### config.mk
export PLATFORM = sky130hd
export DESIGN_NAME = r2sdf_stage_ctrl_flat
export DESIGN_NICKNAME = d
export VERILOG_FILES = /design/src/rtl/r2sdf_pkg.sv /design/src/rtl/r2sdf_stage_ctrl_if.sv /design/src/rtl/r2sdf_tw_addr_gen.sv /design/src/rtl/r2sdf_stage_ctrl.sv /design/src/flat_wrapper.sv
export SDC_FILE = /design/constraint.sdc
export NUM_CORES = 1
export LEC_CHECK = 0
export CAP_MARGIN = 0
export CORE_MARGIN = 4
export CORE_UTILIZATION = 57
export DETAILED_ROUTE_END_ITERATION = 7
export PLACE_DENSITY = 0.85
export SYNTH_ARGS = -nofsm -noshare
export SYNTH_HDL_FRONTEND = slang
export SYNTH_SLANG_ARGS = --single-unit
### constraint.sdc
create_clock -name clk -period 3 [get_ports clk]
set_clock_uncertainty 0.1 [all_clocks]
set_input_delay 0.75 -clock clk [delete_from_list [all_inputs] [get_ports clk]]
set_output_delay 0.75 -clock clk [all_outputs]
set_load 0.1 [all_outputs]
### src/rtl/r2sdf_pkg.sv
// ---------------------------------------------------------------------------
// r2sdf_pkg
// Shared definitions for the R2SDF (DIF) stage sequencing logic:
//   - state_e      : controller state (IDLE / RUN / FLUSH)
//   - delay_len()  : feedback delay length D of a stage, 2^(LOG_N-1-STAGE)
//   - tw_addr()    : frame index -> twiddle ROM address for one stage
// The functions are written on plain ints so a pipeline top level or a
// reference model can reuse them without instantiating any hardware.
// ---------------------------------------------------------------------------
package r2sdf_pkg;

  typedef enum logic [1:0] {
    IDLE  = 2'd0,
    RUN   = 2'd1,
    FLUSH = 2'd2
  } state_e;

  function automatic int delay_len(input int log_n, input int stage);
    return 1 << (log_n - 1 - stage);
  endfunction

  // ROM entry k holds the twiddle for angle pi*k/2^(log_n-1). Stage s only
  // needs every 2^s-th entry, and only during the first half of each block
  // of 2D samples; in the butterfly half the multiplier is bypassed, so the
  // address is parked at 0.
  function automatic int tw_addr(input int cnt, input int log_n, input int stage);
    int d;
    int mask;
    d    = delay_len(log_n, stage);
    mask = (1 << (log_n - 1)) - 1;
    if ((cnt & d) != 0) begin
      return 0;
    end
    return ((cnt & (d - 1)) << stage) & mask;
  endfunction

endpackage

### src/rtl/r2sdf_stage_ctrl_if.sv
// ---------------------------------------------------------------------------
// r2sdf_stage_ctrl_if
// Bundle between the stream source / stage datapath / twiddle ROM and the
// stage controller.
//   master : stream source side, drives in_valid, in_sof, flush and observes
//            everything the controller produces
//   slave  : the controller itself
// Signals:
//   in_valid, in_sof, flush       source -> controller
//   in_ready                      controller -> source (0 while flushing)
//   step, zero_fill, bf_sel       controller -> datapath
//   rom_addr                      controller -> twiddle ROM (same cycle as step)
//   tw_valid, tw_apply            controller -> multiplier (ROM aligned)
//   sync_err, flush_done          status pulses
//   frame_cnt                     completed input frames (wraps)
// ---------------------------------------------------------------------------
interface r2sdf_stage_ctrl_if #(
  parameter int AW = 7
);

  logic          in_valid;
  logic          in_sof;
  logic          in_ready;
  logic          flush;
  logic          step;
  logic          zero_fill;
  logic          bf_sel;
  logic [AW-1:0] rom_addr;
  logic          tw_valid;
  logic          tw_apply;
  logic          sync_err;
  logic          flush_done;
  logic [15:0]   frame_cnt;

  modport master (
    output in_valid, in_sof, flush,
    input  in_ready, step, zero_fill, bf_sel, rom_addr,
           tw_valid, tw_apply, sync_err, flush_done, frame_cnt
  );

  modport slave (
    input  in_valid, in_sof, flush,
    output in_ready, step, zero_fill, bf_sel, rom_addr,
           tw_valid, tw_apply, sync_err, flush_done, frame_cnt
  );

endinterface

### src/rtl/r2sdf_tw_addr_gen.sv
// ---------------------------------------------------------------------------
// r2sdf_tw_addr_gen
// Purely combinational map from a stage's frame index to its butterfly
// select and twiddle ROM address.
// Ports:
//   cnt      in  LOG_N  sample index within the frame
//   bf_sel   out 1      0 = fill/twiddle phase, 1 = butterfly phase
//   rom_addr out AW     twiddle ROM address (0 during the butterfly phase)
// ---------------------------------------------------------------------------
module r2sdf_tw_addr_gen
  import r2sdf_pkg::*;
#(
  parameter int LOG_N = 8,
  parameter int STAGE = 0,
  parameter int AW    = LOG_N - 1
) (
  input  logic [LOG_N-1:0] cnt,
  output logic             bf_sel,
  output logic [AW-1:0]    rom_addr
);

  assign bf_sel   = cnt[LOG_N-1-STAGE];
  assign rom_addr = AW'(tw_addr(32'(cnt), LOG_N, STAGE));

endmodule

### src/rtl/r2sdf_stage_ctrl.sv
// ---------------------------------------------------------------------------
// r2sdf_stage_ctrl
// Sequencing controller for one radix-2 single-path delay-feedback FFT
// stage. It tracks the sample index inside a frame, drives the butterfly
// select and twiddle ROM address, produces ROM-aligned multiplier strobes,
// and drains the delay line with zero samples after the last frame.
// Ports:
//   clk   in  clock
//   rst   in  synchronous active-high reset
//   bus   slave side of r2sdf_stage_ctrl_if (handshake, datapath and ROM
//         control, status pulses, frame counter)
// ---------------------------------------------------------------------------
module r2sdf_stage_ctrl
  import r2sdf_pkg::*;
#(
  parameter int LOG_N = 8,
  parameter int STAGE = 0,
  parameter int AW    = LOG_N - 1
) (
  input  logic               clk,
  input  logic               rst,
  r2sdf_stage_ctrl_if.slave  bus
);

  localparam int               N          = 1 << LOG_N;
  localparam int               D          = delay_len(LOG_N, STAGE);
  localparam logic [LOG_N-1:0] CNT_LAST   = LOG_N'(N - 1);
  localparam logic [LOG_N-1:0] FCNT_LAST  = LOG_N'(D - 1);

  state_e             state_q, state_d;
  logic [LOG_N-1:0]   cnt_q, cnt_d;
  logic [LOG_N-1:0]   fcnt_q, fcnt_d;
  logic               flush_pend_q, flush_pend_d;
  logic [15:0]        frame_cnt_q, frame_cnt_d;
  logic               tw_valid_q, tw_valid_d;
  logic               tw_apply_q, tw_apply_d;
  logic               sync_err_q, sync_err_d;
  logic               flush_done_q, flush_done_d;

  logic               step;
  logic               bf_sel;
  logic [AW-1:0]      rom_addr;
  logic [LOG_N-1:0]   addr_cnt;

  // A start-of-frame arriving mid-frame resynchronises: that sample is
  // treated as index 0, so the address generator sees 0 instead of cnt_q.
  assign addr_cnt = (state_q == RUN && bus.in_valid && bus.in_sof) ? '0 : cnt_q;

  r2sdf_tw_addr_gen #(
    .LOG_N (LOG_N),
    .STAGE (STAGE),
    .AW    (AW)
  ) u_addr_gen (
    .cnt      (addr_cnt),
    .bf_sel   (bf_sel),
    .rom_addr (rom_addr)
  );

  always_comb begin
    state_d      = state_q;
    cnt_d        = cnt_q;
    fcnt_d       = fcnt_q;
    flush_pend_d = flush_pend_q | bus.flush;
    frame_cnt_d  = frame_cnt_q;
    sync_err_d   = 1'b0;
    flush_done_d = 1'b0;
    step         = 1'b0;

    case (state_q)
      IDLE: begin
        // Nothing to drain while idle; only a flush seen together with a
        // new frame's sof survives, to be honoured at that frame's end.
        flush_pend_d = 1'b0;
        if (bus.in_valid && bus.in_sof) begin
          step         = 1'b1;
          state_d      = RUN;
          cnt_d        = LOG_N'(1);
          flush_pend_d = bus.flush;
        end
      end

      RUN: begin
        if (bus.in_valid) begin
          step = 1'b1;
          if (bus.in_sof && cnt_q != '0) begin
            sync_err_d = 1'b1;
            cnt_d      = LOG_N'(1);
          end else begin
            cnt_d = cnt_q + LOG_N'(1);
            if (cnt_q == CNT_LAST) begin
              frame_cnt_d = frame_cnt_q + 16'd1;
            end
          end
        end else if (flush_pend_q && cnt_q == '0) begin
          // Only start draining on a frame boundary during an input gap.
          state_d      = FLUSH;
          fcnt_d       = '0;
          flush_pend_d = 1'b0;
        end
      end

      FLUSH: begin
        step   = 1'b1;
        cnt_d  = cnt_q + LOG_N'(1);
        fcnt_d = fcnt_q + LOG_N'(1);
        if (fcnt_q == FCNT_LAST) begin
          state_d      = IDLE;
          cnt_d        = '0;
          fcnt_d       = '0;
          flush_done_d = 1'b1;
        end
      end

      default: begin
        state_d = IDLE;
        cnt_d   = '0;
      end
    endcase

    // One-cycle copies line up with the ROM's registered read data.
    tw_valid_d = step;
    tw_apply_d = ~bf_sel;
  end

  always_ff @(posedge clk) begin
    if (rst) begin
      state_q      <= IDLE;
      cnt_q        <= '0;
      fcnt_q       <= '0;
      flush_pend_q <= 1'b0;
      frame_cnt_q  <= '0;
      tw_valid_q   <= 1'b0;
      tw_apply_q   <= 1'b0;
      sync_err_q   <= 1'b0;
      flush_done_q <= 1'b0;
    end else begin
      state_q      <= state_d;
      cnt_q        <= cnt_d;
      fcnt_q       <= fcnt_d;
      flush_pend_q <= flush_pend_d;
      frame_cnt_q  <= frame_cnt_d;
      tw_valid_q   <= tw_valid_d;
      tw_apply_q   <= tw_apply_d;
      sync_err_q   <= sync_err_d;
      flush_done_q <= flush_done_d;
    end
  end

  assign bus.in_ready   = (state_q != FLUSH);
  assign bus.step       = step;
  assign bus.zero_fill  = step & (state_q == FLUSH);
  assign bus.bf_sel     = bf_sel;
  assign bus.rom_addr   = rom_addr;
  assign bus.tw_valid   = tw_valid_q;
  assign bus.tw_apply   = tw_apply_q;
  assign bus.sync_err   = sync_err_q;
  assign bus.flush_done = flush_done_q;
  assign bus.frame_cnt  = frame_cnt_q;

endmodule

### src/flat_wrapper.sv
// flat-port wrapper written by rule: the top's interface ports become plain ports
module r2sdf_stage_ctrl_flat import r2sdf_pkg::*;
#(
  parameter int LOG_N = 8,
  parameter int STAGE = 0,
  parameter int AW    = LOG_N - 1
)
  (clk, rst, bus_in_valid, bus_in_sof, bus_flush, bus_in_ready, bus_step, bus_zero_fill, bus_bf_sel, bus_rom_addr, bus_tw_valid, bus_tw_apply, bus_sync_err, bus_flush_done, bus_frame_cnt);
  r2sdf_stage_ctrl_if #(.AW(AW)) bus_i ();
  input  logic clk;
  input  logic rst;
  input wire logic [$bits(bus_i.in_valid)-1:0] bus_in_valid;
  input wire logic [$bits(bus_i.in_sof)-1:0] bus_in_sof;
  input wire logic [$bits(bus_i.flush)-1:0] bus_flush;
  output wire logic [$bits(bus_i.in_ready)-1:0] bus_in_ready;
  output wire logic [$bits(bus_i.step)-1:0] bus_step;
  output wire logic [$bits(bus_i.zero_fill)-1:0] bus_zero_fill;
  output wire logic [$bits(bus_i.bf_sel)-1:0] bus_bf_sel;
  output wire logic [$bits(bus_i.rom_addr)-1:0] bus_rom_addr;
  output wire logic [$bits(bus_i.tw_valid)-1:0] bus_tw_valid;
  output wire logic [$bits(bus_i.tw_apply)-1:0] bus_tw_apply;
  output wire logic [$bits(bus_i.sync_err)-1:0] bus_sync_err;
  output wire logic [$bits(bus_i.flush_done)-1:0] bus_flush_done;
  output wire logic [$bits(bus_i.frame_cnt)-1:0] bus_frame_cnt;
  assign bus_i.in_valid = bus_in_valid;
  assign bus_i.in_sof = bus_in_sof;
  assign bus_i.flush = bus_flush;
  assign bus_in_ready = bus_i.in_ready;
  assign bus_step = bus_i.step;
  assign bus_zero_fill = bus_i.zero_fill;
  assign bus_bf_sel = bus_i.bf_sel;
  assign bus_rom_addr = bus_i.rom_addr;
  assign bus_tw_valid = bus_i.tw_valid;
  assign bus_tw_apply = bus_i.tw_apply;
  assign bus_sync_err = bus_i.sync_err;
  assign bus_flush_done = bus_i.flush_done;
  assign bus_frame_cnt = bus_i.frame_cnt;
  r2sdf_stage_ctrl #(.LOG_N(LOG_N), .STAGE(STAGE), .AW(AW)) u_core (.clk(clk), .rst(rst), .bus(bus_i));
endmodule
Word-level counts from Yosys, hierarchy flattened --
Index checks and enable logic that the tools add are counted.
Cells by class: reductions and logical operators 15, mux-type cells 26, add/subtract/negate cells 3, bitwise operators 7, eq/ne operators 10
Operators by type and width (count):
- 8-bit two-way mux | 8
- 8-bit case mux with 3 select lines | 1
- 16-bit by 1-bit adder with 16-bit output (second input constant) | 1
- 8-bit by 1-bit adder with 8-bit output (second input constant) | 2
- 8-bit case mux with 2 select lines | 1
- 8-bit by 7-bit equality test with 1-bit output (second input constant) | 1
- 8-bit equality test (second input constant) | 1
- 8-bit logical NOT | 1
- 1-bit two-way mux | 8
- 2-bit two-way mux | 4
- 2-bit inequality test (second input constant) | 4
- 4-bit AND reduction | 2
- 8-bit nonzero test | 1
- 7-bit two-way mux | 1
- 2-bit case mux with 3 select lines | 1
- 1-bit logical AND | 5
- 1-bit inverter | 5
- 2-bit by 1-bit inequality test with 1-bit output (second input constant) | 2
- 1-bit case mux with 3 select lines | 1
- 3-bit AND reduction | 1
- 3-bit OR reduction | 1
- 2-bit by 1-bit equality test with 1-bit output (second input constant) | 1
- 2-bit equality test (second input constant) | 1
- 2-bit logical NOT | 1
- 6 further kinds | 6
Storage, ports and cells: output and inout bits 31, input bits 5, logic and storage cells 70, flip-flop bits (word level) 39

Logic depth before layout (Yosys ltp) --
Gate-level depths: netlist (run 1).
depth after elaboration 6, gate-level depth with buffers 7, mapped depth without buffers 6

Cells and area by module --
From an unflattened synthesis (run 1), not the netlist that was laid out.
Second synthesis, totals: cells, all modules 256, area, all modules 2074.5 um^2
Modules (own cells, without submodules):
- r2sdf_stage_ctrl | area an instance 2023.2 um^2, cells an instance 248, instances 1
- r2sdf_tw_addr_gen | area an instance 51.3 um^2, cells an instance 8, instances 1

Worst setup path before layout (run 1) --
Ideal clock, no wire load.
kind input to output, start input port bus_in_valid, end output port bus_step, setup slack -643 ps, arrival 2793 ps, stages 4, data required time 2150 ps, cell sequence clkbuf_1 o21a_1 nor2_1 a21oi_1
Between the ends: longest elaborated chain between the ends 3, elaborated cells on any way between the ends 4, those cells by class mux (3); reduce/logical (1)
Ends and longest elaborated chain:
- start, declared | line flat_wrapper.sv:12 | input wire logic [$bits(bus_i.in_valid)-1:0] bus_in_valid;
- 1-bit logical AND | line r2sdf_stage_ctrl.sv:74 | if (bus.in_valid && bus.in_sof) begin
- 1-bit two-way mux | line r2sdf_stage_ctrl.sv:74
- 1-bit case mux with 3 select lines (*) | line r2sdf_stage_ctrl.sv:69 | case (state_q)
- end, declared | line flat_wrapper.sv:16 | output wire logic [$bits(bus_i.step)-1:0] bus_step;
Mark *: on every way between the ends. The rest lies on a longest branch, timed or not.

Final worst setup path (run 1) --
Same ends and word-level chain as after synthesis.

==> results.cfg, run 1 <==
[place]
post_dp_cell_area_sq_um = 2610
dp_cells = 323
pre_cts_slack_ns = 0.0975
place_congestion = 0.940
dp_hpwl_mm = 3.51
io_buffers = 35

[sta]
slew-limit-headroom = 0.629
finalCritPeriodShare = 0.970
tightestPinTransition_ns = 0.554
rsz0062_at_grt = no
layout_setup_ws_ns = 0.0902
final_max_slew_viol_count = 0
finalHoldViolCount = 0
max_freq_mhz = 344
setup_viol = 0
setup_tns_ns = 0
period_needed_ns = 2.91

[setup_path]
r2r_slack_ns = 0.70
cp.depth = 5
r2r-end = u_core.bus.frame_cnt[13]
worst-setup-path-type = input pin to primary output
startpoint = bus_in_valid
cp-endpoint = bus_step
slowest_stage = clkdlybuf4s50_1
cp_slowest_stage_delay_ns = 0.58
cp.arrival_ns = 2.06
path_max_fanout = 7
r2r_cells = 6
cp.required_ns = 2.15
start_kind = input pin
crit_buf_inv = 2
r2r-start = u_core.cnt_q[0]
worstPathCellList = clkdlybuf4s50_1 > o21a_1 > nor2_1 > a21oi_4 > buf_12
critPathCaptureType = primary output
cp_top_family = buffers and inverters

[floorplanning]
core_sq_um = 3470
initial_utilization = 0.614
ioPinCount = 36
row_count = 21
dieArea_sq_um = 4780
fp.dieH_um = 69.1
die_w_um = 69.1

[grt]
grt_pass1_vias = 1793
grt_max_degree = 36
grt_pass1_wl_mm = 8.22
antenna_found_initial = 0
grt_usage = 0.207
overflow = 0

[power]
power.leakage_nw = 1.03
p_per_area_nw_per_um2 = 370
swShare = 0.269
power_frac_clock = 0.346
vdd_drop_max_mv = 0.286
comb_power_share = 0.126
power_frac_seq = 0.528
switchingPower_w = 0.000267
p_int_w = 0.000727

[cells_and_area]
finalNetCount = 293
final_cell_mix = 39 x dfxtp_1, 28 x buf_4, 24 x nor2_1, 15 x nor2b_1, 14 x nor3_1
final_common_cell = dfxtp_1
final_cells = 331
finish.utilization = 0.776
antenna_cells = 0
drive_above_1_share = 0.242
design_area_sq_um = 2690
area_growth_syn_to_layout_pct = 26.4

[clocking]
tritoncts = done
numCtsBuffers = 5
clkSinkCount = 39
clk_path_buf_depth = 2
ctsHtreeMaxLevel = 2
clk_pin_slew_ns = 0.07
cts_root_buf = clkbuf_8
clock_latency_ns = 0.29
cts_setup_buffers = 0
cts_hold_buffers = 0
ctsResizeCount = 0

[yosys]
ys_seq_elements = 39
ys_warn_count = 0
synth_edf_count = 0
avgSynthCellArea_sq_um = 8.62
seq_area_frac_synth = 0.367
ys_types = 54
synthesis.nets = 256
syn_area_sq_um = 2130
async_flop_share = 0
synth_cells = 247
ys_dominant_reg_cell = dfxtp_1

[route]
ant_nets = 0
first_pass_iters = 4
via_count = 1928
routed_wl_mm = 4.79
routed_via_density = 5.82
first_iter_violations = 235
wire_per_inst_um = 14.5
drc_errors = 0

[job]
cap_violations = 0

[worst_hold_path]
hold_path.class = register to register

[outcome]
status = complete, no violations
through the flow:
step,hold slack (ns),power (W)
floorplan,0.342,0.000624
global placement,0.370,0.000660
detailed placement,0.380,0.000662
CTS,0.391,0.00100
global route,0.451,0.00103
finish,0.391,0.000995
area by class of cell:
| class | count | area (sq um) |
|---|---|---|
| multi-input combinational | 192 | 1290 |
| sequential | 39 | 781 |
| fill | 244 | 777 |
| timing repair buffer | 43 | 470 |
| clock buffer | 7 | 76.3 |
| tap | 46 | 57.6 |
| inverter | 3 | 11.3 |
| clock inverter | 1 | 5.00 |
state kept, by name, summed over array words and instances (netlist names):
| signal | count |
|---|---|
| u_core.state_q | 2 |
| u_core.bus.sync_err | 1 |
| u_core.fcnt_q | 8 |
| u_core.bus.tw_valid | 1 |
| u_core.bus.tw_apply | 1 |
| u_core.flush_pend_q | 1 |
| u_core.bus.flush_done | 1 |
| u_core.bus.frame_cnt | 16 |
| u_core.cnt_q | 8 |
how the worst min path moves through the flow:
stage / endpoint / cells past startpoint / start / slack (ns)
after floorplan: u_core.fcnt_q[7] / 1 / u_core.fcnt_q[7] / 0.34
final: u_core.fcnt_q[7] / 1 / u_core.fcnt_q[7] / 0.39
after detailed placement: u_core.fcnt_q[7] / 1 / u_core.fcnt_q[7] / 0.38
after global routing: u_core.fcnt_q[7] / 1 / u_core.fcnt_q[7] / 0.45
after global placement: u_core.fcnt_q[7] / 1 / u_core.fcnt_q[7] / 0.37
after CTS: u_core.fcnt_q[7] / 1 / u_core.fcnt_q[7] / 0.39
power groups by stage:
| stage | clock [W] | sequential [W] | combinational (W) |
|---|---|---|---|
| after floorplan | 0 | 0.000548 | 0.0000757 |
| after global placement | 0 | 0.000537 | 0.000123 |
| after detailed placement | 0 | 0.000538 | 0.000124 |
| after CTS | 0.000350 | 0.000526 | 0.000125 |
| after global routing | 0.000373 | 0.000526 | 0.000134 |
| final | 0.000344 | 0.000526 | 0.000125 |
cells by family after synthesis:
| family | share of synthesized area |
|---|---|
| and+or+nand+nor | 0.326 |
| AOI/OAI and AO/OA | 0.157 |
| DFF | 0.367 |
| buffers and inverters | 0.0329 |
| muxes | 0.0734 |
| xor gates and xnor gates | 0.0206 |
| adders and majority gates | 0.0235 |
synth_stat cells, drive strengths merged, types with 2 or more instances:
| cell | count | area, sq um |
|---|---|---|
| o21ai | 8 | 40.0 |
| a311oi | 5 | 43.8 |
| and2 | 10 | 63.8 |
| nor4 | 4 | 25.0 |
| nand2b | 2 | 12.5 |
| nand3 | 12 | 60.1 |
| inv | 3 | 11.3 |
| a211oi | 5 | 42.5 |
| a31oi | 2 | 12.5 |
| nor2 | 24 | 90.1 |
| nor3 | 15 | 80.1 |
| nand4 | 5 | 31.3 |
| ha | 4 | 50.1 |
| and4 | 2 | 18.8 |
| mux2 | 13 | 146 |
| dfxtp | 39 | 781 |
| o31ai | 2 | 15.0 |
| clkbuf | 8 | 30.0 |
| and3 | 6 | 38.8 |
| xor2 | 5 | 43.8 |
| nor4b | 3 | 41.3 |
| nand2 | 13 | 48.8 |
| nor2b | 15 | 93.8 |
| a21oi | 12 | 60.1 |
| o2111ai | 2 | 17.5 |
| nor3b | 3 | 22.5 |
| buf | 5 | 28.8 |
| o21a | 2 | 15.0 |
layer usage:
layer	up-vias	part of all wire	GRT usage
met3	6	0.061	0.0625
met5	-	0	0
met1	879	0.45	0.265
met4	0	0.0096	0.0521
met2	56	0.48	0.338
li1	987	-	-
No activity file was read; power rests on OpenSTA's default activity.
==> run 2, diff against run 1 <==
--- a/config.mk
+++ b/config.mk
@@ -6,7 +6,6 @@
 export NUM_CORES = 1
 export LEC_CHECK = 0
 export CAP_MARGIN = 0
-export CORE_MARGIN = 4
 export CORE_UTILIZATION = 57
 export DETAILED_ROUTE_END_ITERATION = 7
 export PLACE_DENSITY = 0.85
==> results.cfg, run 2 (same netlist as run 1, synthesis figures left out) <==
[cells_and_area]
final_common_cell = dfxtp_1
finalNetCount = 292
area_growth_syn_to_layout_pct = 26.7
drive_above_1_share = 0.251
largest_reg_flops = 16
final_cell_mix = 39 x dfxtp_1, 27 x buf_4, 24 x nor2_1, 15 x nor2b_1, 14 x nor3_1
antenna_cells = 0

[sta]
finalHoldViolCount = 0
setup_viol = 0
period_needed_ns = 2.92
setup_tns_ns = 0
tightestPinTransition_ns = 0.572
layout_setup_ws_ns = 0.0783
max_freq_mhz = 342
finalCritPeriodShare = 0.974
final_max_slew_viol_count = 0
slew-limit-headroom = 0.617
rsz0062_at_grt = no

[grt]
grt_usage = 0.249
antenna_found_initial = 0
overflow = 0
grt_pass1_vias = 1767
grt_pass1_wl_mm = 7.91
grt_max_degree = 53

[clocking]
tritoncts = done
clkSinkCount = 39
ctsHtreeMaxLevel = 2
clk_path_buf_depth = 2
cts_setup_buffers = 0
numCtsBuffers = 5
clock_latency_ns = 0.29
cts_hold_buffers = 0
clk_pin_slew_ns = 0.07
cts_root_buf = clkbuf_8

[floorplanning]
dieArea_sq_um = 3980
core_sq_um = 3470
fp.dieH_um = 63.1
ioPinCount = 36
row_count = 21
die_w_um = 63.1
initial_utilization = 0.614

[outcome]
status = complete, no violations

[power]
power.total_w = 0.00101
power.leakage_nw = 1.03
vdd_drop_max_mv = 0.409
p_per_area_nw_per_um2 = 374

[setup_path]
cp.required_ns = 2.15
start_kind = input pin
cp.arrival_ns = 2.07
r2r_cells = 6
path_max_fanout = 7
worst-setup-path-type = input pin to primary output
critPathCaptureType = primary output

[route]
routed_via_density = 5.96
ant_nets = 0
first_pass_iters = 4
route.met3.wl_um = 315
wire_per_inst_um = 14.0
dr.max_layer_used = met4
wl_met1_mm = 2.08
routed_wl_mm = 4.62
drc_errors = 0
wl_met2_mm = 2.18
via_count = 1960
first_iter_violations = 114

[job]
cap_violations = 0

[worst_hold_path]
holdPathStages = 1
hold_path.class = register to register

[place]
dp_hpwl_mm = 3.21
pre_cts_slack_ns = -0.0349
io_buffers = 35
place_congestion = 0.845
==> run 2: changes by cell type in the layout (fill, tap and decap cells not counted), sizes merged <==
cell    previous run  this run
buf               39        38
clkbuf             7         6
==> run 2: area by class of cell <==
type | count | area [sq um]
multi-input cells | 192 | 1300
flip-flops and latches | 39 | 781
fillers | 271 | 771
repair buffers | 42 | 463
clock buffers | 6 | 82.6
well taps | 46 | 57.6
inverters | 3 | 11.3
clock inverters | 1 | 5.00
==> run 2: per-layer routing <==
layer  up-vias  global-route usage
li1        980                   -
met1       910               0.336
met2        64               0.382
met3         6              0.0562
met4         0              0.0988
met5         -                   0
==> run 2: path summary, 6_finish.rpt <==
path,slack (ns),endpoint,from
worst max-delay path,0.08,bus_rom_addr[1],bus_in_valid
worst min-delay path,0.38,u_core.fcnt_q[7],u_core.fcnt_q[7]
worst max register to register,0.66,u_core.bus.frame_cnt[13],u_core.cnt_q[0]
worst min register to register,0.38,u_core.fcnt_q[7],u_core.fcnt_q[7]
==> run 2: timing repair <==
| action | 4_1_cts | 5_1_grt |
|---|---|---|
| cloned | 0 | 0 |
| setup endpoints to repair | 7 | 1 |
| pin swaps | 0 | 0 |
| hold endpoints to repair | 0 | 0 |
| gates resized for setup | 1 | 1 |
==> run 2: where the power goes <==
group	switching (W)	internal, W	total (W)
combinational	0.0000833	0.0000422	0.000126
clock	0.000178	0.000180	0.000358
sequential	0.00000336	0.000522	0.000525
==> run 2: worst max-delay path: stages <==
cell and delay [ns]:
clkdlybuf4s50_1 0.53, a31oi_2 0.37, and2_1 0.23, buf_12 0.19
==> run 2: through the flow <==
| step | instances | utilization | hold WS (ns) | area [sq um] |
|---|---|---|---|---|
| after floorplan | 247 | - | 0.342 | 2140 |
| after global placement | 322 | 0.750 | 0.368 | 2600 |
| after detailed placement | 322 | 0.750 | 0.371 | 2600 |
| after CTS | 329 | 0.777 | 0.382 | 2700 |
| after global routing | 329 | 0.778 | 0.406 | 2700 |
| final | 329 | 0.778 | 0.384 | 2700 |
